===== config.mk =====
export PLATFORM = sky130hd
export DESIGN_NAME = snake_control
export DESIGN_NICKNAME = d
export VERILOG_FILES = /design/src/rtl/snake_control.sv
export SDC_FILE = /design/constraint.sdc
export NUM_CORES = 1
export LEC_CHECK = 0
export BUFFER_PORTS_ARGS = -buffer_cell sky130_fd_sc_hd__buf_2
export CAP_MARGIN = 25
export CORE_ASPECT_RATIO = 1.4
export CORE_MARGIN = 2
export CORE_UTILIZATION = 45
export DETAILED_ROUTE_END_ITERATION = 16
export PLACE_DENSITY_LB_ADDON = 0.1
export SYNTH_ARGS = -nofsm -noshare
export SYNTH_HDL_FRONTEND = slang
export SYNTH_SLANG_ARGS = --single-unit

===== constraint.sdc =====
create_clock -name i_clk -period 2.2 [get_ports i_clk]
set_clock_uncertainty 0.15 [all_clocks]
set_input_delay 0.11 -clock i_clk [delete_from_list [all_inputs] [get_ports i_clk]]
set_output_delay 0.11 -clock i_clk [all_outputs]
set_load 0.03 [all_outputs]

===== src/rtl/snake_control.sv =====
// snake_control: control FSM for the snake datapath. Sequences body init, 2x2
// segment drawing, move period wait, head/body shift and tail erase.
module snake_control #(
  parameter int LENGTH      = 8,
  parameter int TICK_CYCLES = 16
) (
  input  logic       i_clk,
  input  logic       i_rst,
  input  logic       i_go,
  input  logic       i_key_up,
  input  logic       i_key_down,
  input  logic       i_key_left,
  input  logic       i_key_right,
  input  logic       i_dead,
  output logic       o_ld_head,
  output logic       o_ld_q_def,
  output logic       o_inc_address,
  output logic       o_rst_address,
  output logic       o_draw_q,
  output logic       o_update_head,
  output logic       o_ld_head_into_prev,
  output logic       o_ld_q_into_curr,
  output logic       o_ld_prev_into_q,
  output logic       o_ld_curr_into_prev,
  output logic       o_draw_curr,
  output logic [1:0] o_cnt_status,
  output logic [2:0] o_dir,
  output logic       o_erase
);
  localparam int                SEG_W     = (LENGTH > 1) ? $clog2(LENGTH) : 1;
  localparam logic [SEG_W-1:0]  SEG_LAST  = SEG_W'(LENGTH - 1);
  localparam logic [SEG_W-1:0]  SEG_ZERO  = SEG_W'(1'b0);
  localparam logic [SEG_W-1:0]  SEG_ONE   = SEG_W'(1'b1);
  localparam logic [23:0]       TICK_LAST = 24'(TICK_CYCLES - 1);
  localparam logic [2:0] DIR_UP = 3'b100, DIR_DOWN = 3'b110, DIR_LEFT = 3'b000, DIR_RIGHT = 3'b001;

  // Strobe vector bit order: ld_head, ld_q_def, inc, rst, draw_q, update_head,
  // head->prev, q->curr, prev->q, curr->prev, draw_curr, erase.
  localparam logic [11:0] ST_LDH = 12'h800, ST_LQD = 12'h400, ST_INC = 12'h200, ST_RST = 12'h100;
  localparam logic [11:0] ST_DRQ = 12'h080, ST_UPD = 12'h040, ST_HIP = 12'h020, ST_QIC = 12'h010;
  localparam logic [11:0] ST_PIQ = 12'h008, ST_CIP = 12'h004, ST_DC  = 12'h002, ST_ER  = 12'h001;

  typedef enum logic [3:0] {
    S_IDLE, S_INIT, S_INIT_END, S_DRAW_WAIT, S_DRAW_PIX, S_TICK, S_MOVE_HEAD,
    S_MOVE_PREV, S_SH_WAIT, S_SH_XCHG, S_SH_NEXT, S_ERASE, S_DEAD
  } state_t;

  state_t           r_state, w_state;
  logic [SEG_W-1:0] r_seg, w_seg;
  logic [1:0]       r_cnt, w_cnt;
  logic [23:0]      r_tick, w_tick;
  logic [2:0]       r_cur_dir, w_cur_dir, r_pend_dir, w_pend_dir, w_req;
  logic             w_req_vld;
  logic [11:0]      r_strobes;

  function automatic logic [2:0] opposite(input logic [2:0] d);
    case (d)
      DIR_UP:    opposite = DIR_DOWN;
      DIR_DOWN:  opposite = DIR_UP;
      DIR_LEFT:  opposite = DIR_RIGHT;
      DIR_RIGHT: opposite = DIR_LEFT;
      default:   opposite = DIR_DOWN;
    endcase
  endfunction

  function automatic logic [11:0] decode(input state_t s, input logic [SEG_W-1:0] seg,
                                         input logic [1:0] cnt);
    logic [11:0] addr_step;
    addr_step = (seg == SEG_LAST) ? ST_RST : ST_INC;
    case (s)
      S_INIT:      decode = ST_LQD | ST_INC;
      S_INIT_END:  decode = ST_LDH | ST_RST;
      S_DRAW_PIX:  decode = ST_DRQ | ((cnt == 2'b11) ? addr_step : 12'h000);
      S_MOVE_HEAD: decode = ST_UPD;
      S_MOVE_PREV: decode = ST_HIP;
      S_SH_XCHG:   decode = ST_QIC | ST_PIQ;
      S_SH_NEXT:   decode = ST_CIP | addr_step;
      S_ERASE:     decode = ST_DC | ST_ER;
      default:     decode = 12'h000;
    endcase
  endfunction

  // Highest-priority key request this cycle.
  always_comb begin
    w_req     = DIR_UP;
    w_req_vld = 1'b1;
    if (i_key_up) begin
      w_req = DIR_UP;
    end else if (i_key_down) begin
      w_req = DIR_DOWN;
    end else if (i_key_left) begin
      w_req = DIR_LEFT;
    end else if (i_key_right) begin
      w_req = DIR_RIGHT;
    end else begin
      w_req_vld = 1'b0;
    end
  end

  // Next-state, segment, pixel counter, tick counter and direction logic.
  always_comb begin
    w_state    = r_state;
    w_seg      = r_seg;
    w_cnt      = 2'b00;
    w_tick     = r_tick;
    w_cur_dir  = r_cur_dir;
    w_pend_dir = r_pend_dir;
    // Reversal is judged against the committed direction, not the pending one.
    if (r_state != S_IDLE && r_state != S_DEAD && w_req_vld && w_req != opposite(r_cur_dir)) begin
      w_pend_dir = w_req;
    end else begin
      w_pend_dir = r_pend_dir;
    end
    case (r_state)
      S_IDLE: w_state = i_go ? S_INIT : S_IDLE;
      S_INIT: begin
        if (r_seg == SEG_LAST) begin
          w_state = S_INIT_END;
          w_seg   = SEG_ZERO;
        end else begin
          w_seg = r_seg + SEG_ONE;
        end
      end
      S_INIT_END:  w_state = S_DRAW_WAIT;
      S_DRAW_WAIT: w_state = S_DRAW_PIX;
      S_DRAW_PIX, S_ERASE: begin
        w_cnt = r_cnt + 2'b01;
        if (r_cnt != 2'b11) begin
          w_state = r_state;
        end else if (r_state == S_ERASE) begin
          w_state = S_DRAW_WAIT;
        end else if (r_seg == SEG_LAST) begin
          w_state = S_TICK;
          w_seg   = SEG_ZERO;
          w_tick  = 24'd0;
        end else begin
          w_state = S_DRAW_WAIT;
          w_seg   = r_seg + SEG_ONE;
        end
      end
      S_TICK: begin
        if (r_tick == TICK_LAST) begin
          w_cur_dir = w_pend_dir;
          w_state   = i_dead ? S_DEAD : S_MOVE_HEAD;
        end else begin
          w_tick = r_tick + 24'd1;
        end
      end
      S_MOVE_HEAD: w_state = S_MOVE_PREV;
      S_MOVE_PREV: w_state = S_SH_WAIT;
      S_SH_WAIT:   w_state = S_SH_XCHG;
      S_SH_XCHG:   w_state = S_SH_NEXT;
      S_SH_NEXT: begin
        if (r_seg == SEG_LAST) begin
          w_state = S_ERASE;
          w_seg   = SEG_ZERO;
        end else begin
          w_state = S_SH_WAIT;
          w_seg   = r_seg + SEG_ONE;
        end
      end
      S_DEAD: begin
        if (i_go) begin
          w_state    = S_INIT;
          w_cur_dir  = DIR_UP;
          w_pend_dir = DIR_UP;
        end else begin
          w_state = S_DEAD;
        end
      end
      default: w_state = S_IDLE;
    endcase
  end

  // State registers; strobes are registered from the next-state decode.
  always_ff @(posedge i_clk) begin
    if (i_rst) begin
      r_state    <= S_IDLE;
      r_seg      <= SEG_ZERO;
      r_cnt      <= 2'b00;
      r_tick     <= 24'd0;
      r_cur_dir  <= DIR_UP;
      r_pend_dir <= DIR_UP;
      r_strobes  <= 12'h000;
    end else begin
      r_state    <= w_state;
      r_seg      <= w_seg;
      r_cnt      <= w_cnt;
      r_tick     <= w_tick;
      r_cur_dir  <= w_cur_dir;
      r_pend_dir <= w_pend_dir;
      r_strobes  <= decode(w_state, w_seg, w_cnt);
    end
  end

  assign {o_ld_head, o_ld_q_def, o_inc_address, o_rst_address, o_draw_q, o_update_head,
          o_ld_head_into_prev, o_ld_q_into_curr, o_ld_prev_into_q, o_ld_curr_into_prev,
          o_draw_curr, o_erase} = r_strobes;
  assign o_cnt_status = r_cnt;
  assign o_dir        = r_cur_dir;

endmodule

* Word-level counts from Yosys, hierarchy flattened
Index checks and enable logic that the tools add are counted.
Cells by class: $add $sub $neg 3, equal/unequal tests 35, mux-type cells 38, reduce and logical (&&, ||, !) cells 12
Operator list (number):
- $mux W24 | 4
- $pmux W12 S8 | 1
- $pmux W24 S2 | 1
- $pmux W4 S12 | 1
- $mux W3 | 14
- $eq A4 B4 Y1 const B | 8
- $eq A4 B3 Y1 const B | 7
- $add A24 B1 Y24 const B | 1
- $eq A24 B4 Y1 const B | 1
- $mux W10 | 2
- $mux W4 | 5
- $ne A2 B2 Y1 const B | 7
- $eq A4 B2 Y1 const B | 3
- $pmux W3 S2 | 2
- $eq A3 B3 Y1 const B | 3
- $pmux W3 S3 | 1
- $eq A4 B1 Y1 const B | 2
- $mux W1 | 5
- $reduce_and A5 Y1 | 1
- $logic_not A4 Y1 | 1
- $mux W2 | 2
- $ne A4 B4 Y1 const B | 1
- $reduce_bool A2 Y1 | 2
- $reduce_bool A4 Y1 | 1
- 9 further kinds | 12
Word-level totals: bits in registers 51, bits of input ports 8, output and inout bits 17, word-level logic and storage cells 95

* Depth between registers and ports, before layout
Gate-level depths: netlist (run 1).
depth after elaboration 9, gate-level depth with buffers 9, gate-level depth less buffers 7

* Least setup slack after synthesis (run 1)
Ideal clock, no wire load.
path kind reg-to-reg, from reg r_cnt[0] (netlist: o_cnt_status[0]), to reg r_strobes[8], setup time 0.116 ns, arrival 2.177 ns, data required time 1.934 ns, slack -0.243 ns, stages on the path, launching flop included 8, buffers on the path 1, clock period less this slack 2.443 ns, cells stage by stage dfxtp_1 > ha_1 > clkbuf_2 > nand2_1 > mux2_2 > o32ai_1 > mux2i_1 > a31o_2
Between the ends: word-level cells in the longest chain between the ends 7, elaborated cells on any way between the ends 20, classes of those cells add/sub (1); eq/ne (11); mux (8)
RTL lines:
- start, declared | line 50 | logic [1:0] r_cnt, w_cnt;
- start signal, assigned | line 188 | r_cnt <= w_cnt;
- $ne A2 B2 Y1 | line 128 | if (r_cnt != 2'b11) begin
- $mux W3 | line 128
- $pmux W3 S2 | line 114 | case (r_state)
- $eq A3 B3 Y1 | line 69 | addr_step = (seg == SEG_LAST) ? ST_RST : ST_INC;
- $mux W10 | line 69
- $mux W10 | line 73 | S_DRAW_PIX: decode = ST_DRQ | ((cnt == 2'b11) ? addr_step : 12'h000);
- $pmux W12 S8 * | line 70 | case (s)
- end signal, assigned | line 192 | r_strobes <= decode(w_state, w_seg, w_cnt);
- end, declared | line 54 | logic [11:0] r_strobes;
Mark *: on every way between the ends. The rest lies on a longest branch, timed or not. A chain may end at the register's enable or synchronous reset.

* Final worst setup path (run 1)
from reg r_tick[0], to reg r_cur_dir[1] (netlist: o_dir[1])
Between the ends: word-level cells in the longest chain between the ends 3
RTL lines:
- start, declared | line 51 | logic [23:0] r_tick, w_tick;
- start signal, assigned | line 189 | r_tick <= w_tick;
- $eq A24 B4 Y1 | line 142 | if (r_tick == TICK_LAST) begin
- $ne A2 B2 Y1 (no line)
- $reduce_and A3 Y1 (no line)
- end signal, assigned | line 190 | r_cur_dir <= w_cur_dir;
- end, declared | line 52 | logic [2:0] r_cur_dir, w_cur_dir, r_pend_dir, w_pend_dir, w_req;
No other way between the ends.

==> results of run 1 <==
[through the flow]
stage               instances  power, mW
floorplan                 306      0.994
global placement          440       1.04
detailed placement        440       1.04
CTS                       451       1.71
global route              451       1.77
finish                    451       1.70
[Yosys cell counts, types with 3 or more instances]
| cell type | count | area [um2] |
|---|---|---|
| sky130_fd_sc_hd__xnor2_1 | 11 | 96.3 |
| sky130_fd_sc_hd__nor4_1 | 10 | 62.6 |
| sky130_fd_sc_hd__and4_1 | 3 | 26.3 |
| sky130_fd_sc_hd__ha_1 | 4 | 50.1 |
| sky130_fd_sc_hd__inv_1 | 9 | 33.8 |
| sky130_fd_sc_hd__nand4_1 | 5 | 31.3 |
| sky130_fd_sc_hd__a21oi_1 | 7 | 35.0 |
| sky130_fd_sc_hd__o211ai_1 | 5 | 37.5 |
| sky130_fd_sc_hd__or4_1 | 3 | 22.5 |
| sky130_fd_sc_hd__and3_1 | 6 | 37.5 |
| sky130_fd_sc_hd__nand3_1 | 13 | 65.1 |
| sky130_fd_sc_hd__nor2_1 | 40 | 150 |
| sky130_fd_sc_hd__a22oi_1 | 3 | 22.5 |
| sky130_fd_sc_hd__dfxtp_1 | 49 | 981 |
| sky130_fd_sc_hd__nand2_1 | 18 | 67.6 |
| sky130_fd_sc_hd__nor4b_1 | 4 | 35.0 |
| sky130_fd_sc_hd__or3_1 | 3 | 18.8 |
| sky130_fd_sc_hd__nor2b_1 | 6 | 37.5 |
| sky130_fd_sc_hd__mux2i_1 | 5 | 50.1 |
| sky130_fd_sc_hd__nor3_1 | 14 | 70.1 |
| sky130_fd_sc_hd__nand3b_1 | 3 | 22.5 |
| sky130_fd_sc_hd__o21ai_0 | 12 | 60.1 |
| sky130_fd_sc_hd__xor2_1 | 11 | 96.3 |
| sky130_fd_sc_hd__buf_2 | 4 | 20.0 |
| sky130_fd_sc_hd__clkbuf_1 | 7 | 26.3 |
[flip-flops by register name, summed over array words and instances (netlist names)]
| signal | flops |
|---|---|
| r_tick | 24 |
| r_strobes | 10 |
| r_state | 4 |
| o_dir | 3 |
| r_pend_dir | 3 |
| r_seg | 3 |
| o_cnt_status | 2 |
[worst max-delay path: stages, from the launching register on]
cell	delay, ns
sky130_fd_sc_hd__dfxtp_2	0.36
sky130_fd_sc_hd__ha_4	0.14
sky130_fd_sc_hd__and3_4	0.18
sky130_fd_sc_hd__nand4_1	0.21
sky130_fd_sc_hd__buf_4	0.23
sky130_fd_sc_hd__or4_4	0.51
sky130_fd_sc_hd__o41a_1	0.31
sky130_fd_sc_hd__nand2_1	0.06
[routing by layer]
metal	wire [um]	share of wire (%)	up-vias
met5	0	0	-
met1	2630	39	1194
met2	3700	55	54
met3	215	3.2	20
li1	-	-	1279
met4	227	3.4	0
[cell type report]
class / count / area share, %
tap: 68 / 2.39
sequential: 49 / 27.9
clock inverter: 1 / 0.843
multi-input combinational: 233 / 49.5
timing repair buffer: 84 / 16.0
inverter: 9 / 0.948
clock buffer: 7 / 2.42
[worst min-delay path by stage]
stage	end	slack, ns	cells past startpoint
detailed placement	r_pend_dir[0]	0.33	4
finish	r_pend_dir[0]	0.008	4
floorplan	r_pend_dir[0]	0.17	3
global placement	r_pend_dir[0]	0.32	4
CTS	r_pend_dir[0]	0.001	4
global route	r_pend_dir[0]	0.02	4
[cell families (layout without fill, tap and decap cells)]
| family | Yosys count | count (layout) | share of synthesized area [%] |
|---|---|---|---|
| AOI/OAI and AO/OA | 57 | 57 | 15.7 |
| xor gates and xnor gates | 22 | 22 | 7.46 |
| adders and majority gates | 4 | 4 | 1.94 |
| buffers and inverters | 24 | 101 | 4.02 |
| DFF | 49 | 49 | 38.0 |
| muxes | 7 | 7 | 2.81 |
| and+or+nand+nor | 143 | 143 | 30.1 |
[repair_timing]
| action | in CTS | in global routing |
|---|---|---|
| resized for setup | 22 | 35 |
| pin swaps | 4 | 8 |
| buffers inserted | 3 | 1 |
| endpoints found under the setup margin | 20 | 18 |
| hold buffers | 0 | 0 |
[where the power goes]
part	switching [mW]	internal (mW)	total [mW]	leakage (nW)
clock network	0.297	0.371	0.668	0.0585
registers	0.00681	0.896	0.903	0.401
logic	0.0776	0.0516	0.129	0.956
==> parameters.txt, run 1 <==
Parameter                              Value

Route
  Total via count after detailed routing    around 2500
  Number of DRC markers in iteration 0    80
  Number of design rule violations left after detail routing    0
  Vias per cell    between 5 and 6
  Total Wirelength    6770 um
  Number of search-and-repair iterations in the first detailed-routing pass    4
  Post-route antenna net violation count    0
  Post-DR wirelength/cell    ~15 um

Critical path
  Launch point of the worst path    r_tick[0]
  Launching point of the worst reg2reg path    r_tick[0]
  Nature of the critical path startpoint    flip-flop
  Data arrival time of the worst path    2.30 ns
  Capture point of the worst reg-to-reg path    o_dir[1]
  Setup CP Type    reg -> reg
  Setup slack, reg-to-reg    -0.005 ns
  End point of the critical path    o_dir[1]
  Largest fanout on the critical path    4
  Crit path required time    roughly 2.3 ns
  Reg2reg path depth    7
  Element type at the critical path end    flip-flop

STA
  Final setup vio count    1
  Final hold slack    about 0.0076 ns
  Minimum clock period after layout    2.20 ns
  Count of pins over their slew limit    0
  Period utilisation layout    100%
  Max Fclk    roughly 0.45 GHz
  Setup total negative slack    -0.00459 ns
  Worst slew margin relative to its limit    between 70% and 80%
  Setup repair after global routing missed its margin    yes
  Final hold viol count    0
  Slew of the pin with the lowest slew margin    around 0.35 ns
  Final worst-path setup slack    -0.00459 ns

Synth
  Most frequently used flop master after synthesis    sky130_fd_sc_hd__dfxtp_1
  Post-synth net total    about 320
  Synthesis-stage register bit count    a little under 50
  Total of warnings raised by yosys    0
  Number of enable flip-flop cells after synthesis    0
  Syn avg cell area    8.44 um2
  Distinct cell type count of the synthesized netlist    61
  Cell area after technology mapping    ~0.0026 mm2
  Async set-or-reset flop fraction in the synthesized netlist    0%
  Share of the yosys chip area belonging to registers    between 30 and 40%
  Cells after synthesis    306

Clocking
  Number of levels in the clock H-tree    2
  Clock transition time at the flip-flop clock pins of the worst setup and hold paths    roughly 0.090 ns
  Bufs on Longest Clock Path    2
  CTS tree    built
  Clk_lat worst skew    around 0.3 ns
  TritonCTS Buffers    5
  Clock Root Buffer    sky130_fd_sc_hd__clkbuf_8
  # clock sinks    49

Final layout
  Leading cell type in the layout, fill and taps excluded    sky130_fd_sc_hd__buf_4
  Area Overhead vs Synth    37.9%
  Utilization of the core after routing    between 60 and 70%
  Top library cells by usage in the layout, fill and taps aside    sky130_fd_sc_hd__buf_4, sky130_fd_sc_hd__nor2_1, sky130_fd_sc_hd__dfxtp_1, sky130_fd_sc_hd__buf_2, sky130_fd_sc_hd__nand2_1
  Diode count    0
  Number of inserted filler cells in the final layout    479
  Net total in the final layout    394
  Multi-input combinational cell area    approximately 0.0018 mm2
  FF+latch area    about 990 um2
  Post-route cell area    ~0.0036 mm2
  Share of post-route cells with drive strength above 1    38.6%

Outcome
  Status    complete, but fails checks
  Violations in the final reports    negative setup slack

GRT
  Met3 usage    ~3.2%
  Sum of overflow across all layers after global routing    0
  First-pass GRT wire length    between 10000 and 15000 um
  Met2 Use GR    approximately two fifths
  GR peak layer    met2
  Global Route Usage Sum    a little over a fifth
  Number of antenna violations at the first check in global routing    0
  Via count of the first global-routing pass    around 2500
  Pin count of the biggest net entering global routing    24
  Met1 track demand over resource in global routing    approximately 23%

Flow run
  Max-capacitance violation count    0

Placed design
  Quantity of I/O buffers inserted on ports    24
  Final GP Congestion    a little over 0.9
  Placed wire-length estimate after detailed placement    around 4800 um
  Placement Setup Slack    -0.129 ns
  Placed instance area    between 0.003 and 0.004 mm2

Power
  Worst vdd ir    roughly 370 uV
  Static Leak    about 1.4 nW
  Power density of the placed cells    ~480 mW/mm2

Hold path
  Class of the most critical hold timing path    in -> reg
  Critical hold path startpoint    i_key_left

Floorplanning
  Die Y-Extent    around 94 um
  Initial core utilization    about 47%
  Site Rows    32
  Top-level port count    25
  Placeable core region    0.00553 mm2
  Horiz. Die Dim    roughly 70 um
  Die area    approximately 0.0064 mm2
No activity file was read; power rests on OpenSTA's default activity.
==> inputs of run 2 (changes only) <==
Settings changed: PLACE_DENSITY set to 0.73, PLACE_DENSITY_LB_ADDON 0.1 to not set.
==> run 2 against run 1 <==
Against the previous run: the run still ends with negative setup slack left; global-route usage increased by 1.3 points; cell area decreased by 1.1%; total power decreased by 5.6%; sequential cell count unchanged; non-clock buffer count decreased by 3; worst setup slack got worse by 0.033 ns; register-to-register slack got worse by 0.03 ns; critical path type unchanged.
==> parameters.txt, run 2 (synthesis gave the netlist of run 1 again) <==
Parameter                              Value

GRT
  Via count of the first global-routing pass    2539 (+2.5%)
  Number of antenna violations at the first check in global routing    0 (unchanged)
  Global Route Usage Sum    23.0% (+1.3 points)
  First-pass GRT wire length    11300 um (+5.2%)
  Pin count of the biggest net entering global routing    24 (unchanged)
  Sum of overflow across all layers after global routing    0 (unchanged)

Clocking
  TritonCTS Buffers    5 (unchanged)
  Clk_lat worst skew    0.31 ns (about the same)
  Bufs on Longest Clock Path    2 (unchanged)
  Clock Root Buffer    sky130_fd_sc_hd__clkbuf_8
  Clock transition time at the flip-flop clock pins of the worst setup and hold paths    0.09 ns (about the same)
  CTS tree    built
  CTS hold repair buffers    0 (unchanged)
  Number of levels in the clock H-tree    2 (unchanged)
  # clock sinks    49 (unchanged)

Power
  Power density of the placed cells    456 mW/mm2 (-4.5%)
  Combinational power share    8.5% (+0.9 points)
  Worst vdd ir    310 uV (-16%)
  Part of the power in the clock network    35.3% (-4.0 points)
  Proportion of total power due to net switching    24.7% (+2.3 points)
  Reported net switching power    397 uW (+4.1%)
  Seq pwr share    56.2% (+3.1 points)
  Static Leak    1.39 nW (-1.9%)
  Cell internal power dissipation    1.21 mW (-8.4%)

Critical path
  Data arrival time of the worst path    2.33 ns (+0.03 ns)
  Element type at the critical path end    flip-flop
  Largest fanout on the critical path    6 (+2)
  Largest incremental delay on the critical path    0.51 ns (about the same)
  Nature of the critical path startpoint    flip-flop
  Launching point of the worst reg2reg path    r_tick[1]
  Critical Path, Cell by Cell    ha_4, and3_4, nand4_1, buf_6, or4_4, o41a_1, nand2_1
  Highest-delay cell along the critical path    sky130_fd_sc_hd__or4_4
  Setup CP Type    reg -> reg
  Launch point of the worst path    r_tick[1]
  Crit path required time    2.30 ns (about the same)

Placed design
  Placement Setup Slack    -0.208 ns (-0.0792 ns)
  Instance count after placement with tap cells included    435 (-1.1%)
  Placed instance area    0.00313 mm2 (-0.79%)
  Final GP Congestion    0.908 (-0.97%)
  Quantity of I/O buffers inserted on ports    24 (unchanged)
  Placed wire-length estimate after detailed placement    4930 um (+2.1%)

Floorplanning
  Site Rows    32 (unchanged)
  Die Y-Extent    93.7 um (unchanged)
  Die area    0.00637 mm2 (unchanged)
  Initial core utilization    46.8% (unchanged)
  Horiz. Die Dim    68.0 um (unchanged)
  Top-level port count    25 (unchanged)
  Placeable core region    0.00553 mm2 (unchanged)

Route
  Total via count after detailed routing    2581 (+1.3%)
  Number of DRC markers in iteration 0    139 (+74%)
  Post-DR wirelength/cell    15.8 um (+5.4%)
  Total Wirelength    7090 um (+4.7%)
  Post-route antenna net violation count    0 (unchanged)
  Number of search-and-repair iterations in the first detailed-routing pass    4 (unchanged)
  Number of design rule violations left after detail routing    0 (unchanged)
  Vias per cell    5.76 (+2.0%)

Final layout
  Biggest regs    r_tick (24), r_strobes (10), r_state (4)
  Multi-input combinational cell area    0.00175 mm2 (-0.64%)
  FF+latch area    991 um2 (-0.25%)
  Area Overhead vs Synth    36.4%
  Leading cell type in the layout, fill and taps excluded    sky130_fd_sc_hd__buf_4
  Net total in the final layout    391 (-0.76%)
  Share of post-route cells with drive strength above 1    37.1% (-1.5 points)
  Diode count    0 (unchanged)
  Utilization of the core after routing    63.8% (-0.72 points)
  Number of inserted filler cells in the final layout    459 (-4.2%)
  Top register by number of flip-flops    r_tick
  Post-route cell area    0.00352 mm2 (-1.1%)
  Top library cells by usage in the layout, fill and taps aside    sky130_fd_sc_hd__buf_4, sky130_fd_sc_hd__dfxtp_1, sky130_fd_sc_hd__nor2_1, sky130_fd_sc_hd__buf_2, sky130_fd_sc_hd__nand2_1
  Largest register FFs    24 (unchanged)
  Final instance count without filler cells    448 (-0.67%)

STA
  Period utilisation layout    102% (+1.5 points)
  Minimum clock period after layout    2.24 ns (+0.0335 ns)
  Worst slew margin relative to its limit    62.6% (-14 points)
  Count of pins over their slew limit    0 (unchanged)
  Slew of the pin with the lowest slew margin    0.559 ns (+0.206 ns)
  Final setup vio count    3 (+2)
  Final worst-path setup slack    -0.0381 ns (-0.0335 ns)
  Max Fclk    0.447 GHz (-1.5%)
  Setup repair after global routing missed its margin    yes
  Final hold viol count    0 (unchanged)

Hold path
  Critical hold path startpoint    i_rst
  Class of the most critical hold timing path    in -> reg

Outcome
  Status    complete, but fails checks
  Violations in the final reports    negative setup slack

Flow run
  Max-capacitance violation count    0 (unchanged)
==> run 2: cell types whose count changed in the layout (fill, tap and decap cells not counted), sizes merged <==
cell and delta:
bufinv -1, clkbuf -1, buf -3, clkinv +2
==> run 2: critical path, delay by kind of cell, from the launching register on <==
family | cells | cell delay, ns
flip-flops | 1 | 0.37
AO/OA/AOI/OAI | 1 | 0.32
buffers and inverters | 1 | 0.22
AND/OR/NAND/NOR | 4 | 0.98
adder cells (fa/ha/maj) | 1 | 0.14
==> run 2: power by group through the flow <==
stage,Combinational [mW],Clock (mW),Sequential (mW)
detailed placement,0.125,0,0.923
global route,0.148,0.610,0.904
floorplan,0.0676,0,0.927
global placement,0.122,0,0.922
finish,0.136,0.567,0.903
CTS,0.130,0.574,0.902
==> run 2: metal layers <==
metal  vias to the layer above  GRT usage, %  wire length (um)
met5                         -             0                 0
met4                         0          10.0               223
met3                        20          3.48               197
met2                        54          42.6              3910
met1                      1247          24.6              2760
li1                       1260             -                 -
==> run 2: timing repair <==
| action | 4_1_cts | 5_1_grt |
|---|---|---|
| resized for setup | 14 | 39 |
| setup buffers | 2 | 3 |
| setup endpoints to repair | 20 | 29 |
| pin swaps | 3 | 12 |
==> run 2: stage by stage <==
| stage | total power [mW] | TNS, ns | hold slack [ns] |
|---|---|---|---|
| after floorplan | 0.994 | 0 | 0.167 |
| after global placement | 1.04 | -0.388 | 0.314 |
| after detailed placement | 1.05 | -0.730 | 0.323 |
| after CTS | 1.61 | 0 | 0.00195 |
| after global routing | 1.66 | -0.415 | 0.0206 |
| final | 1.61 | -0.0918 | 0.0142 |
==> run 2: path summary, 6_finish.rpt <==
| check | to | slack, ns | cells after the start |
|---|---|---|---|
| worst max-delay path | o_dir[1] | -0.04 | 7 |
| worst min-delay path | r_tick[1] | 0.01 | 2 |
| worst max register to register | o_dir[1] | -0.04 | 7 |
| worst min register to register | o_cnt_status[0] | 0.38 | 2 |
==> run 2: cell type report <==
cell class / count / area share (%)
Multi-Input combinational cell: 233 / 49.8
Timing Repair Buffer: 81 / 16.0
Tap cell: 68 / 2.41
Sequential cell: 49 / 28.1
Inverter: 9 / 0.959
Clock inverter: 2 / 0.391
Clock buffer: 6 / 2.34
